[config.mk]
export PLATFORM = sky130hd
export DESIGN_NAME = priority_encoder_rr
export DESIGN_NICKNAME = d
export VERILOG_FILES = /design/src/rtl/enc_defs_pkg.sv /design/src/rtl/priority_pick.sv /design/src/rtl/priority_encoder_rr.sv
export SDC_FILE = /design/constraint.sdc
export NUM_CORES = 1
export LEC_CHECK = 0
export BUFFER_PORTS_ARGS = -buffer_cell sky130_fd_sc_hd__buf_4
export CORE_AREA = 2 2 71 73
export DETAILED_ROUTE_END_ITERATION = 12
export DIE_AREA = 0 0 73 75
export MAX_ROUTING_LAYER = met4
export SYNTH_ARGS = -nofsm -noshare
export SYNTH_HDL_FRONTEND = slang
export SYNTH_SLANG_ARGS = --single-unit
[constraint.sdc]
create_clock -name clk -period 3.5 [get_ports clk]
set_clock_uncertainty 0.05 [all_clocks]
set_input_delay 0.175 -clock clk [delete_from_list [all_inputs] [get_ports clk]]
set_output_delay 0.175 -clock clk [all_outputs]
set_load 0.005 [all_outputs]
[src/rtl/enc_defs_pkg.sv]
// Shared definitions for the registered priority encoder family.
package enc_defs_pkg;

  localparam logic MODE_FIXED = 1'b0;
  localparam logic MODE_RR    = 1'b1;

endpackage

[src/rtl/priority_pick.sv]
// Combinational picker: first set request at or after start, wrapping modulo N.
module priority_pick #(
  parameter  int unsigned N = 8,
  localparam int unsigned W = $clog2(N)
) (
  input  logic [N-1:0] req,
  input  logic [W-1:0] start,
  output logic [W-1:0] idx,
  output logic         any,
  output logic         multi
);

  logic [2*N-1:0] dbl;
  logic [N-1:0]   rot;
  int unsigned    pos;

  // Rotate so that bit 0 of rot is request 'start'; wrap is on N, not 2^W.
  always_comb begin
    dbl = {req, req};
    rot = N'(dbl >> start);
    idx = '0;
    any = 1'b0;
    pos = 0;
    for (int unsigned k = 0; k < N; k++) begin
      if (!any && rot[k]) begin
        any = 1'b1;
        pos = 32'(start) + k;
        idx = W'((pos >= N) ? (pos - N) : pos);
      end
    end
  end

  assign multi = ($countones(req) > 1);

endmodule

[src/rtl/priority_encoder_rr.sv]
// Registered N-input priority encoder with fixed / round-robin policy and valid/ready output.
module priority_encoder_rr
  import enc_defs_pkg::*;
#(
  parameter  int unsigned N = 8,
  localparam int unsigned W = $clog2(N)
) (
  input  logic         clk,
  input  logic         rst,
  input  logic [N-1:0] req,
  input  logic         mode,
  input  logic         out_ready,
  output logic         out_valid,
  output logic [W-1:0] out_idx,
  output logic         out_multi
);

  logic [W-1:0] ptr;
  logic [W-1:0] ptr_inc;
  logic [W-1:0] start;
  logic [W-1:0] pick_idx;
  logic [W-1:0] sel_idx;
  logic [N-1:0] req_rev;
  logic [N-1:0] pick_req;
  logic         pick_any;
  logic         pick_multi;
  logic         load;

  // Fixed priority is a forward search from 0 over the bit-reversed vector.
  always_comb begin
    req_rev = '0;
    for (int unsigned i = 0; i < N; i++) begin
      req_rev[i] = req[N-1-i];
    end
  end

  assign ptr_inc  = (ptr == W'(N-1)) ? '0 : ptr + W'(1);
  assign pick_req = (mode == MODE_RR) ? req : req_rev;
  assign start    = (mode == MODE_RR) ? ptr_inc : '0;

  priority_pick #(.N(N)) u_pick (
    .req   (pick_req),
    .start (start),
    .idx   (pick_idx),
    .any   (pick_any),
    .multi (pick_multi)
  );

  assign sel_idx = (mode == MODE_RR) ? pick_idx : (W'(N-1) - pick_idx);
  assign load    = pick_any && (!out_valid || out_ready);

  // Output stage and round-robin pointer; an unaccepted result holds until out_ready.
  always_ff @(posedge clk or posedge rst) begin
    if (rst) begin
      out_valid <= 1'b0;
      out_idx   <= '0;
      out_multi <= 1'b0;
      ptr       <= W'(N-1);
    end else if (load) begin
      out_valid <= 1'b1;
      out_idx   <= sel_idx;
      out_multi <= pick_multi;
      ptr       <= sel_idx;
    end else if (out_valid && out_ready) begin
      out_valid <= 1'b0;
    end
  end

endmodule

==> summary.txt <==
Crit path max fanout = 7
Core area = 0.00466 mm2
Post-synth EDFFs = 0
Post-Syn Instances = 210
Number of synthesized register bits = 8
RSZ-0062 raised after global routing = no
IO buf count = 16
Largest net degree at the start of global routing = 33
Peak Freq = 311 MHz
Top_reg_cell synth = dfrtp_1
Placed Cells = 278
Setup bufs post-CTS = 0
Reg power frac = 0.095
Status = complete, no violations
Total power draw = 1.82 mW
Hold Path Class = in2reg
Final Max Tran Viols = 0
Area post-placement = 0.00188 mm2
Non-Filler Instances = 283
Die Y = 75 um
DR WL/cell = 16.0 um
# setup viols final = 0
Initial Utilization = 0.363
Max H-tree Level = 1
CTS tree = built
Routed WL = 4.54 mm
Clock Sinks = 8
Pre-CTS setup slack = 0.360 ns
Clock latency on the worst-skew pair = 0.22 ns
CP Data Required Time = 3.59 ns
Gr usage total = 0.184
Setup TNS = 0 ns
Routability cong. = 0.928
Iteration-0 DRC count of the detailed router = 167
Final Cycle Share = 0.920
Drt via density = 5.89
Inserted Clock Buffers = 3
Overflow after GRT = 0
Final core utilization = 0.415
Drt first pass iters = 4
Cell row count = 25
Max-Cap Viols = 0
Syn. warnings = 0
Dpl hpwl = 3.63 mm
Clk slew on worst S/H paths = 0.04 ns
Net switching power = 938 uW
Peak VDD IR = 0.000389 V
Setup ws final = 0.282 ns
Critical Path Start Type = flip-flop
Lkg Pwr = 0.832 nW
Final hold violation count = 0
Cell Area, Synth = 0.00169 mm2
Ys async rst share = 1.00
Clk root buf = clkbuf_8
DR vias = 1667
Slew headroom = 0.633
Vias in the first global route = 1629
Hold WS = 0.332 ns
Clock power frac = 0.062
Worst setup path class = reg2reg
Sequential area share after synthesis = 0.121
Crit path time final = 3.22 ns
Top post-synthesis cells by area = dfrtp_1 7.4%, ha_1 6.7%, mux2_2 5.3%
Comb pwr share = 0.843
Die W = 73 um
Top Ports = 17
DIE AREA = 0.00548 mm2
Pint = 879 uW
Share of the synthesized area in the top cell type = 0.0740
Pwr dens = 939 mW/mm2
Antenna Cells = 0
Antenna-violating nets left = 0
Synth cell types = 66
Nets = 255
Worst-Margin Slew = 0.549 ns
Syn nets = 235
Antenna violations before repair = 0
Remaining DRCs = 0
Avg Inst Size Synth = 8.06 um2
Final Cell Area = 0.00193 mm2
Crit path DAT = 3.31 ns
Crit end category = flip-flop
Synth top cells by count = 17 x inv_1, 17 x nand2_1, 13 x a21oi_1, 10 x nor2_1, 9 x ha_1
Post-synth top area cell = dfrtp_1
First-pass GRT wire length = 7.80 mm
Share of post-route cells with drive strength above 1 = 0.227
Maximum root-to-sink buffer count = 2
Area growth from synthesis to layout = 14.3%
Switching Fraction = 0.516
==> registers in the layout, summed over array words and instances, names as in the netlist <==
name and count:
out_idx 3, out_multi 1, out_valid 1, ptr 3
==> cell usage in the layout, fill, tap and decap left out, drive strengths merged, types with 2 or more instances in the layout <==
master / netlist / layout
and3: 3 / 3
clkbuf: 1 / 4
nand2b: 8 / 8
o211a: 3 / 3
or2: 2 / 2
buf: 9 / 24
o32ai: 2 / 2
o22ai: 3 / 3
a21o: 4 / 4
o311ai: 3 / 3
nor3: 5 / 5
o211ai: 5 / 5
mux2: 8 / 8
nand3b: 2 / 2
o21ai: 9 / 9
o31ai: 2 / 2
nor2: 11 / 11
a211oi: 5 / 5
a41oi: 2 / 2
dfstp: 3 / 3
nor4: 2 / 2
a21oi: 13 / 13
nand4: 2 / 2
ha: 9 / 9
fa: 4 / 4
nor2b: 4 / 4
nand2: 17 / 17
mux4: 2 / 2
mux2i: 8 / 8
and2: 3 / 3
o21a: 4 / 4
o31a: 2 / 2
nand3: 6 / 6
inv: 17 / 17
dfrtp: 5 / 5
==> what timing repair did <==
action                                 4_1_cts  5_1_grt
hold buffers                                 1        0
gates resized for setup                      0        0
endpoints found under the hold margin        5        0
==> kinds of logic (layout without fill, tap and decap cells) <==
logic type | count (synthesis) | in the layout | synth area share
flip-flops | 8 | 8 | 0.121
buffers and inverters | 28 | 47 | 0.0754
adder cells (fa/ha/maj) | 13 | 13 | 0.114
AND/OR/NAND/NOR | 72 | 72 | 0.242
multiplexers | 18 | 18 | 0.127
XOR/XNOR | 2 | 2 | 0.0104
AO/OA/AOI/OAI | 69 | 69 | 0.311
==> area by class of cell <==
cell class / instances / area (um2)
fillers: 488 / 2730
well taps: 54 / 67.6
flip-flops and latches: 8 / 204
clock buffers: 4 / 45.0
repair buffers: 25 / 190
inverters: 18 / 67.6
multi-input cells: 174 / 1360
==> worst max-delay path: stages (launching register included) <==
cell and delay (ns):
dfstp_2 0.36, ha_1 0.18, ha_1 0.26, buf_4 0.19
nor2_2 0.23, a32oi_1 0.15, a31oi_2 0.48, o32ai_1 0.25
and4_4 0.26, o311ai_1 0.37, a21oi_1 0.14, nor3_1 0.20
==> path summary, 6_finish.rpt <==
path,start,slack (ns),depth (start not counted),to
hold / removal,out_ready,0.33,4,out_valid
min in group asynchronous,rst,0.40,3,out_idx[2]
setup reg to reg,ptr[0],0.28,11,out_idx[1]
hold reg to reg,ptr[1],0.47,2,ptr[1]
setup / recovery,ptr[0],0.28,11,out_idx[1]
max in group asynchronous,rst,2.72,3,ptr[0]
==> power by group through the flow <==
stage                     sequential [mW]  clock [mW]  combinational (mW)
after global placement              0.173           0                1.52
after global routing                0.176       0.122                1.68
after CTS                           0.173       0.116                1.52
after detailed placement            0.174           0                1.51
after floorplan                     0.173           0                1.19
final                               0.173       0.113                1.53
==> routing by layer <==
metal  vias to the layer above  part of all wire  global-route usage
li1                        837                 -                   -
met1                       782              0.47               0.247
met2                        40              0.47               0.293
met3                         8             0.035              0.0161
met4                         0             0.019              0.0556
met5                         -                 0                   -
Power figures use the tool's default switching activity.
